File: src/rtl/parking_pkg.sv
// Shared types and default constants for the parking lane controller.
// Default timings derive from the 12 MHz system clock.
package parking_pkg;

   typedef enum logic [1:0] {
      IDLE     = 2'd0,
      OPEN_IN  = 2'd1,
      OPEN_OUT = 2'd2,
      GUARD    = 2'd3
   } lane_state_t;

   typedef enum logic {
      DIR_IN  = 1'b0,
      DIR_OUT = 1'b1
   } dir_t;

   localparam int CLK_FREQ     = 12000000;
   localparam int DEF_CAPACITY = 7;
   localparam int DEF_CNT_W    = 3;
   localparam int DEF_TIMEOUT  = CLK_FREQ * 10;
   localparam int DEF_GUARD    = CLK_FREQ / 2;

endpackage

File: src/rtl/lane_timer.sv
// Clearable up-counter with terminal-count compare; one instance serves both
// the open-barrier timeout and the closed-barrier guard interval.
module lane_timer #(
   parameter int W = 8
) (
   input  logic         clk,
   input  logic         rst_n,
   input  logic         clr_i,
   input  logic [W-1:0] tc_val_i,
   output logic         tc_o
);

   logic [W-1:0] cnt_q, cnt_d;

   always_comb begin
      cnt_d = clr_i ? '0 : cnt_q + 1'b1;
   end

   always_ff @(posedge clk or negedge rst_n) begin
      if (!rst_n) cnt_q <= '0;
      else        cnt_q <= cnt_d;
   end

   assign tc_o = (cnt_q == tc_val_i);

endmodule

File: src/rtl/lane_arbiter.sv
// Shared parking-lane arbiter: grants entry or exit, round-robin on ties.
// Optional LANE_ARB_STATS_EN adds saturating deny/timeout event counters.
module lane_arbiter
   import parking_pkg::*;
#(
   parameter int CAPACITY    = DEF_CAPACITY,
   parameter int CNT_W       = DEF_CNT_W,
   parameter int TIMEOUT_CYC = DEF_TIMEOUT,
   parameter int GUARD_CYC   = DEF_GUARD
) (
   input  logic             clk,
   input  logic             rst_n,
   input  logic             req_in,
   input  logic             req_out,
   input  logic             car_in_done,
   input  logic             car_out_done,
   input  logic [CNT_W-1:0] occupancy,
   output logic             gate_open,
   output logic             grant_in,
   output logic             grant_out,
   output logic             full_deny,
   output logic             timeout_p,
   output logic             proto_err
`ifdef LANE_ARB_STATS_EN
   ,
   output logic [15:0]      deny_cnt,
   output logic [15:0]      timeout_cnt
`endif
);

   localparam int TMR_MAX = (TIMEOUT_CYC > GUARD_CYC) ? TIMEOUT_CYC : GUARD_CYC;
   localparam int TW      = $clog2(TMR_MAX + 1);
   localparam logic [TW-1:0]    TO_TC  = TW'(TIMEOUT_CYC - 1);
   localparam logic [TW-1:0]    GD_TC  = TW'((GUARD_CYC == 0) ? 0 : GUARD_CYC - 1);
   localparam logic [CNT_W-1:0] CAP_V  = CNT_W'(CAPACITY);
   localparam lane_state_t      END_ST = (GUARD_CYC == 0) ? IDLE : GUARD;

   lane_state_t state_q, state_d;
   dir_t        last_dir_q, last_dir_d;
   logic        gate_open_q, gate_open_d;
   logic        grant_in_q, grant_in_d;
   logic        grant_out_q, grant_out_d;
   logic        full_deny_q, full_deny_d;
   logic        timeout_p_q, timeout_p_d;
   logic        proto_err_q, proto_err_d;
   logic        elig_in, elig_out;
   logic        tmr_clr, tmr_tc;
   logic [TW-1:0] tmr_tc_val;

   assign tmr_clr    = (state_q == IDLE) || (state_d != state_q);
   assign tmr_tc_val = (state_q == GUARD) ? GD_TC : TO_TC;

   lane_timer #(.W(TW)) u_timer (
      .clk      (clk),
      .rst_n    (rst_n),
      .clr_i    (tmr_clr),
      .tc_val_i (tmr_tc_val),
      .tc_o     (tmr_tc)
   );

   always_comb begin
      state_d     = state_q;
      last_dir_d  = last_dir_q;
      proto_err_d = proto_err_q;
      timeout_p_d = 1'b0;
      elig_in     = req_in && (occupancy < CAP_V);
      elig_out    = req_out && (occupancy != '0);

      unique case (state_q)
         IDLE: begin
            if (car_in_done || car_out_done) proto_err_d = 1'b1;
            if (elig_in && elig_out)
               state_d = (last_dir_q == DIR_OUT) ? OPEN_IN : OPEN_OUT;
            else if (elig_in)
               state_d = OPEN_IN;
            else if (elig_out)
               state_d = OPEN_OUT;
         end
         // A matching done on the terminal cycle wins over the timeout.
         OPEN_IN: begin
            if (car_out_done) proto_err_d = 1'b1;
            if (car_in_done || tmr_tc) begin
               state_d     = END_ST;
               last_dir_d  = DIR_IN;
               timeout_p_d = !car_in_done;
            end
         end
         OPEN_OUT: begin
            if (car_in_done) proto_err_d = 1'b1;
            if (car_out_done || tmr_tc) begin
               state_d     = END_ST;
               last_dir_d  = DIR_OUT;
               timeout_p_d = !car_out_done;
            end
         end
         GUARD: begin
            if (car_in_done || car_out_done) proto_err_d = 1'b1;
            if (tmr_tc) state_d = IDLE;
         end
         default: state_d = IDLE;
      endcase

      grant_in_d  = (state_d == OPEN_IN);
      grant_out_d = (state_d == OPEN_OUT);
      gate_open_d = grant_in_d || grant_out_d;
      full_deny_d = (state_q == IDLE) && (state_d == IDLE) && req_in && (occupancy == CAP_V);
   end

   always_ff @(posedge clk or negedge rst_n) begin
      if (!rst_n) begin
         state_q     <= IDLE;
         last_dir_q  <= DIR_OUT;
         gate_open_q <= 1'b0;
         grant_in_q  <= 1'b0;
         grant_out_q <= 1'b0;
         full_deny_q <= 1'b0;
         timeout_p_q <= 1'b0;
         proto_err_q <= 1'b0;
      end else begin
         state_q     <= state_d;
         last_dir_q  <= last_dir_d;
         gate_open_q <= gate_open_d;
         grant_in_q  <= grant_in_d;
         grant_out_q <= grant_out_d;
         full_deny_q <= full_deny_d;
         timeout_p_q <= timeout_p_d;
         proto_err_q <= proto_err_d;
      end
   end

   assign gate_open = gate_open_q;
   assign grant_in  = grant_in_q;
   assign grant_out = grant_out_q;
   assign full_deny = full_deny_q;
   assign timeout_p = timeout_p_q;
   assign proto_err = proto_err_q;

`ifdef LANE_ARB_STATS_EN
   logic [15:0] deny_cnt_q, deny_cnt_d;
   logic [15:0] timeout_cnt_q, timeout_cnt_d;

   always_comb begin
      deny_cnt_d    = deny_cnt_q;
      timeout_cnt_d = timeout_cnt_q;
      if (full_deny_d && !full_deny_q && (deny_cnt_q != '1))
         deny_cnt_d = deny_cnt_q + 16'd1;
      if (timeout_p_d && (timeout_cnt_q != '1))
         timeout_cnt_d = timeout_cnt_q + 16'd1;
   end

   always_ff @(posedge clk or negedge rst_n) begin
      if (!rst_n) begin
         deny_cnt_q    <= '0;
         timeout_cnt_q <= '0;
      end else begin
         deny_cnt_q    <= deny_cnt_d;
         timeout_cnt_q <= timeout_cnt_d;
      end
   end

   assign deny_cnt    = deny_cnt_q;
   assign timeout_cnt = timeout_cnt_q;
`else
   // Statistics counters not built.
`endif

endmodule

File: config.mk
export PLATFORM = sky130hd
export DESIGN_NAME = lane_arbiter
export DESIGN_NICKNAME = d
export VERILOG_FILES = /design/src/rtl/parking_pkg.sv /design/src/rtl/lane_timer.sv /design/src/rtl/lane_arbiter.sv
export SDC_FILE = /design/constraint.sdc
export NUM_CORES = 1
export LEC_CHECK = 0
export CAP_MARGIN = 5
export CORE_MARGIN = 10
export CORE_UTILIZATION = 39
export DETAILED_ROUTE_END_ITERATION = 10
export PLACE_DENSITY = 0.59
export SYNTH_ARGS = -nofsm -noshare
export SYNTH_HDL_FRONTEND = slang
export SYNTH_SLANG_ARGS = --single-unit
File: constraint.sdc
create_clock -name clk -period 3.5 [get_ports clk]
set_input_delay 0.7 -clock clk [delete_from_list [all_inputs] [get_ports clk]]
set_output_delay 0.7 -clock clk [all_outputs]
set_load 0.05 [all_outputs]
======== Word-level counts from Yosys, hierarchy flattened ========
Index checks and enable logic that the tools add are counted.
storage, ports and cells
  register bits ........................... 36
  latch bits .............................. 0
  RAM bits ................................ 0
  memory bits (read-only) ................. 0
  input port bits ......................... 9
  output and inout port bits .............. 6
  logic and storage cells ................. 64
  memories ................................ 0
operators by class
  add/subtract/negate cells ............... 1
  $mul .................................... 0
  div/mod/pow operators ................... 0
  $lt $le $gt $ge ......................... 1
  equality and inequality tests ........... 13
  shift-type cells ........................ 0
  muxes and demuxes ....................... 20
  bitwise logic cells ..................... 0
  reductions and logical operators ........ 20
operators by type and width
  operator                 number
  $mux W27                 2
  $add A27 B1 Y27 const B  1
  $eq A27 B27 Y1           1
  $mux W2                  7
  $ne A2 B2 Y1 const B     4
  $pmux W2 S4              1
  $mux W1                  7
  $eq A2 B2 Y1 const B     3
  $logic_and A1 B1 Y1      6
  $reduce_and A3 Y1        2
  $logic_or A1 B1 Y1       5
  $eq A2 B1 Y1 const B     2
  $logic_not A2 Y1         2
  $pmux W1 S2              2
  $eq A3 B3 Y1 const B     1
  $lt A3 B3 Y1 const B     1
  $pmux W1 S3              1
  $reduce_bool A3 Y1       1
  $logic_not A1 Y1         2
  $ne A2 B1 Y1 const B     1
  $ne A2 B2 Y1             1
  $reduce_bool A2 Y1       1
  $reduce_or A2 Y1         1

======== Longest topological paths before layout ========
  depth in word-level cells ............... 10
  gate-level depth with buffers ........... 10

======== Cells and area by module ========
A second synthesis with hierarchy kept.
second synthesis, totals
  cell total of the unflattened synthesis .. 243
  area total of the unflattened synthesis .. 2,258.4 um^2
by module, submodules not included
  module        instances  cells an instance  area each (um^2)  sequential area each (um^2)
  lane_timer    1          180                1,675.4           675.6
  lane_arbiter  1          63                 583.1             226.5

======== Least setup slack after synthesis ========
No wires, ideal clock.
  path kind ............................... flip-flop to flip-flop
  from .................................... register state_q[0]
  to ...................................... register u_timer.cnt_q[10]
  library setup time ...................... 0.072 ns
  arrival time ............................ 2.611 ns
  data required time ...................... 3.428 ns
  path slack .............................. 0.818 ns
  cell stages (with the launch flop) ...... 9
  period minus slack after synthesis ...... 2.682 ns
  path through ............................ dfrtp_1 -> ha_1 -> and4bb_2 -> a22oi_1 -> o41ai_1 -> mux2i_1 -> o2111ai_4 -> buf_6 -> nor2_1
between the ends
  cells in the longest elaborated chain, start to end .. 9
ends and longest elaborated chain
  element                                line                                    RTL
  from (decl)                            lane_arbiter.sv:38                      lane_state_t state_q, state_d;
  from (signal assigned)                 lane_arbiter.sv:120                     state_q <= state_d;
  $eq A2 B2 Y1                           lane_arbiter.sv:51, lane_arbiter.sv:69
  $mux W27                               lane_arbiter.sv:51                      assign tmr_tc_val = (state_q == GUARD) ? GD_TC : TO_TC;
  $eq A27 B27 Y1                         lane_timer.sv:24                        assign tc_o = (cnt_q == tc_val_i);
  $logic_or A1 B1 Y1 (on tied branches)  lane_arbiter.sv:90, lane_arbiter.sv:82
  $mux W2 (on tied branches)             lane_arbiter.sv:90, lane_arbiter.sv:82
  $pmux W2 S4                            lane_arbiter.sv:69                      unique case (state_q)
  $ne A2 B2 Y1                           lane_arbiter.sv:50                      assign tmr_clr = (state_q == IDLE) || (state_d != state_q);
  $logic_or A1 B1 Y1 (*)                 lane_arbiter.sv:50
  $mux W27 (*)                           lane_timer.sv:16                        cnt_d = clr_i ? '0 : cnt_q + 1'b1;
  net u_timer.cnt_d[10]                  lane_timer.sv:13                        logic [W-1:0] cnt_q, cnt_d;
  to (signal assigned)                   lane_timer.sv:21                        else cnt_q <= cnt_d;
  to (decl)                              lane_timer.sv:13
Mark *: on every way through the listed nets, which the timed path passes. The rest lies on a longest branch.
A chain may end at the register's enable or synchronous reset.

======== Final worst setup path ========
  from .................................... register state_q[0]
  to ...................................... register u_timer.cnt_q[4]
Same word-level chain as after synthesis.

==> run_results.csv <==
group,metric,value,unit
worst_setup_path,cp.arrival,3.15,ns
final_layout,fin_area,2360,um2
synth,yosysSeqAreaShare,43.8,%
grt,grt_pass1_wl,6960,um
grt,use_met1,11.9,%
timing,fin_setup_tns,0,ns
clock_network,cts.repair.resized,0,
final_layout,design.final.nets,250,
timing,maxSlewHeadroom,48.5,%
die,ioPinCount,15,
timing,fin_skew,0.00746,ns
grt,grt_pass1_vias,1510,
placement,gp_congestion,0.833,
run,max_cap_viol_count,0,
timing,fin_crit_sh,85.3,%
drt,routed_wl,4090,um
worst_setup_path,required,3.66,ns
timing,max_slew.worst_pin.slew,0.772,ns
final_layout,n_antenna_cell,0,
final_layout,drive_gt1_share,8.90,%
grt,met2_usage,16.4,%
timing,fin_ws,0.514,ns
synth,ys.warnings.count,0,
worst_setup_path,crit_start,"state_q[0]",
drt,vias_per_cell,5.02,
run_status,status,"finished clean",
worst_setup_path,path_max_fanout,27,
synth,yosysTopAreaCellShare,42.5,%
worst_hold_path,hp-class,"reg -> reg",
clock_network,h-tree-depth,2,
synth,synthCells,217,
placement,dp_hpwl,2980,um
placement,port_buffers,14,
grt,busiest_layer,"met2",
synth,synthSimpleGateAreaFrac,26.5,%
synth,synth_edf_count,0,
drt,drt_iter0_markers,71,
power_and_ir_drop,power,0.000740,W
drt,drc,0,
grt,grt_max_degree,37,
timing,hold_violations,0,
clock_network,clock-root-buffer,"clkbuf_8",
synth,yosys.area.top_type,"dfrtp_1",
final_layout,area_delta_synth_final,14.7,%
worst_setup_path,crit_type,"reg -> reg",
worst_setup_path,worstSetupStartpointType,"flop",
drt,num_vias,1537,
drt,wire_per_inst,13.4,um
synth,synth-adder-area-share,3.64,%
grt,antenna_found_initial,0,
die,die-area,8590,um2
die,dieWidth,92.7,um
die,start_util,40.3,%
synth,synth_area,2060,um2
worst_setup_path,end_kind,"flop",
timing,post-route-min-period,2.99,ns
timing,slew_violations,0,
synth,synth_top_family_by_area,"simple AND/OR/NAND/NOR gates",
clock_network,cts_max_path_buffers,2,
synth,synth_mux_area_share,0.486,%
grt,grtUsageTotal,9.88,%
clock_network,clkLatencyLatePin,0.29,ns
timing,fmax,335,MHz
final_layout,nFillCells,503,
clock_network,ctsHoldBuffers,0,
power_and_ir_drop,irDropWorstVdd,0.185,mV
die,die_h,92.7,um
placement,dp_slack,0.504,ns
drt,postRouteAntennaNets,0,
synth,ys_top_cells_by_area,"dfrtp_1 (43%), nor2_1 (8.0%), xor2_1 (6.4%), xnor2_1 (4.7%), ha_1 (3.6%)",
synth,synth_ff_type,"dfrtp_1",
die,core_area,5110,um2
clock_network,postCtsSetupBuffers,0,
grt,grt_remaining_overflow,0,
final_layout,utilization,46.3,%
synth,synth_cell_types,48,
synth,synth_compound_gate_area_share,11.1,%
synth,async_flop_share,100,%
power_and_ir_drop,power.density,313,nW/um2
synth,syn_avg_cell_area,9.50,um2
synth,yosys_register_bits,36,
clock_network,clock_sinks,36,
synth,syn-num-nets,232,
clock_network,clkTransAtPathRegs,0.07,ns
timing,setup_viol,0,
drt,firstDrtPassIters,4,
die,rows,26,
worst_setup_path,r2r-start,"state_q[0]",
grt,met3_usage,2.58,%
clock_network,cts_tree,"done",
placement,placed_area,2270,um2
worst_hold_path,min-delay-start,"proto_err",
timing,rsz0062_at_grt,"no",
synth,synth-xor-area-share,11.1,%
clock_network,cts_buffers,5,
power_and_ir_drop,leakagePower,0.993,nW
cells in the mapped netlist (4+ instances only):
library cell and n:
and3_1 5, clkbuf_1 4, dfrtp_1 35, ha_1 6, inv_1 7, nand2_1 15
nand3_1 13, nand4_1 6, nor2_1 44, nor3_1 6, o21ai_0 4, xnor2_1 11
xor2_1 15
cells in the final DEF, fill, tap and decap left out, types with 3 or more instances in the layout:
cell              n
nand4_1           6
nor2_1           44
nand2_1          15
clkdlybuf4s50_1  13
o21ai_0           4
dfrtp_1          35
xnor2_1          11
xor2_1           15
nor3_1            6
or3_1             3
clkbuf_8          6
and2_1            3
nand3_1          13
inv_1             7
and3_1            5
ha_1              6
buf_4             4
area by class of cell:
class                           count  area (um2)  share of cell area [%]
Timing Repair Buffer               18         165                    6.99
Clock buffer                        6        82.6                    3.49
Clock inverter                      2        10.0                   0.424
Sequential cell                    36         902                    38.2
Tap cell                           70        87.6                    3.71
Inverter                            8        30.0                    1.27
Multi-Input combinational cell    166        1090                    46.0
critical path, stage by stage, from the launching register on:
cell and delay [ns]:
dfrtp_1 0.49, ha_1 0.36, and4bb_2 0.32, a22oi_1 0.07
or4_1 0.73, a211o_1 0.39, o2111ai_4 0.09, buf_4 0.31
nor2_1 0.09
state kept, by name, summed over array words and instances, names as in the netlist:
register	count
full_deny	1
gate_open	1
grant_in	1
grant_out	1
last_dir_q	1
proto_err	1
state_q	2
timeout_p	1
u_timer.cnt_q	27
through the flow:
step / std cells / hold WS [ns]
3_3_place_gp: 298 / 0.456
3_5_place_dp: 298 / 0.460
6_report: 306 / 0.470
5_1_grt: 306 / 0.506
4_1_cts: 306 / 0.481
2_1_floorplan: 217 / 0.404
kinds of logic after synthesis:
family | count (synthesis)
multiplexers | 1
AO/OA/AOI/OAI | 24
AND/OR/NAND/NOR | 109
XOR/XNOR | 26
buffers and inverters | 15
flip-flops | 36
adder cells (fa/ha/maj) | 6
layer usage:
layer  vias up  part of all wire (%)
li1        793                     -
met1       723                    49
met2        14                    47
met3         7                   3.0
met4         0                   1.6
met5         -                     0
where the power goes:
| part | switching, W | internal [W] | leakage (nW) |
|---|---|---|---|
| clock | 0.000143 | 0.000157 | 0.0510 |
| combinational | 0.0000150 | 0.00000987 | 0.473 |
| sequential | 0 | 0.000416 | 0.469 |
| total | 0.000158 | 0.000583 | 0.993 |
final timing paths:
check                                    endpoint  slack [ns]  cells past startpoint
worst max-delay path             u_timer.cnt_q[4]        0.51                      8
worst min-delay path                    proto_err        0.47                      1
worst max register to register   u_timer.cnt_q[4]        0.51                      8
worst min register to register          proto_err        0.47                      1
max in group asynchronous        u_timer.cnt_q[2]        2.52                      1
min in group asynchronous       u_timer.cnt_q[16]        0.48                      1
Power figures use the tool's default switching activity.
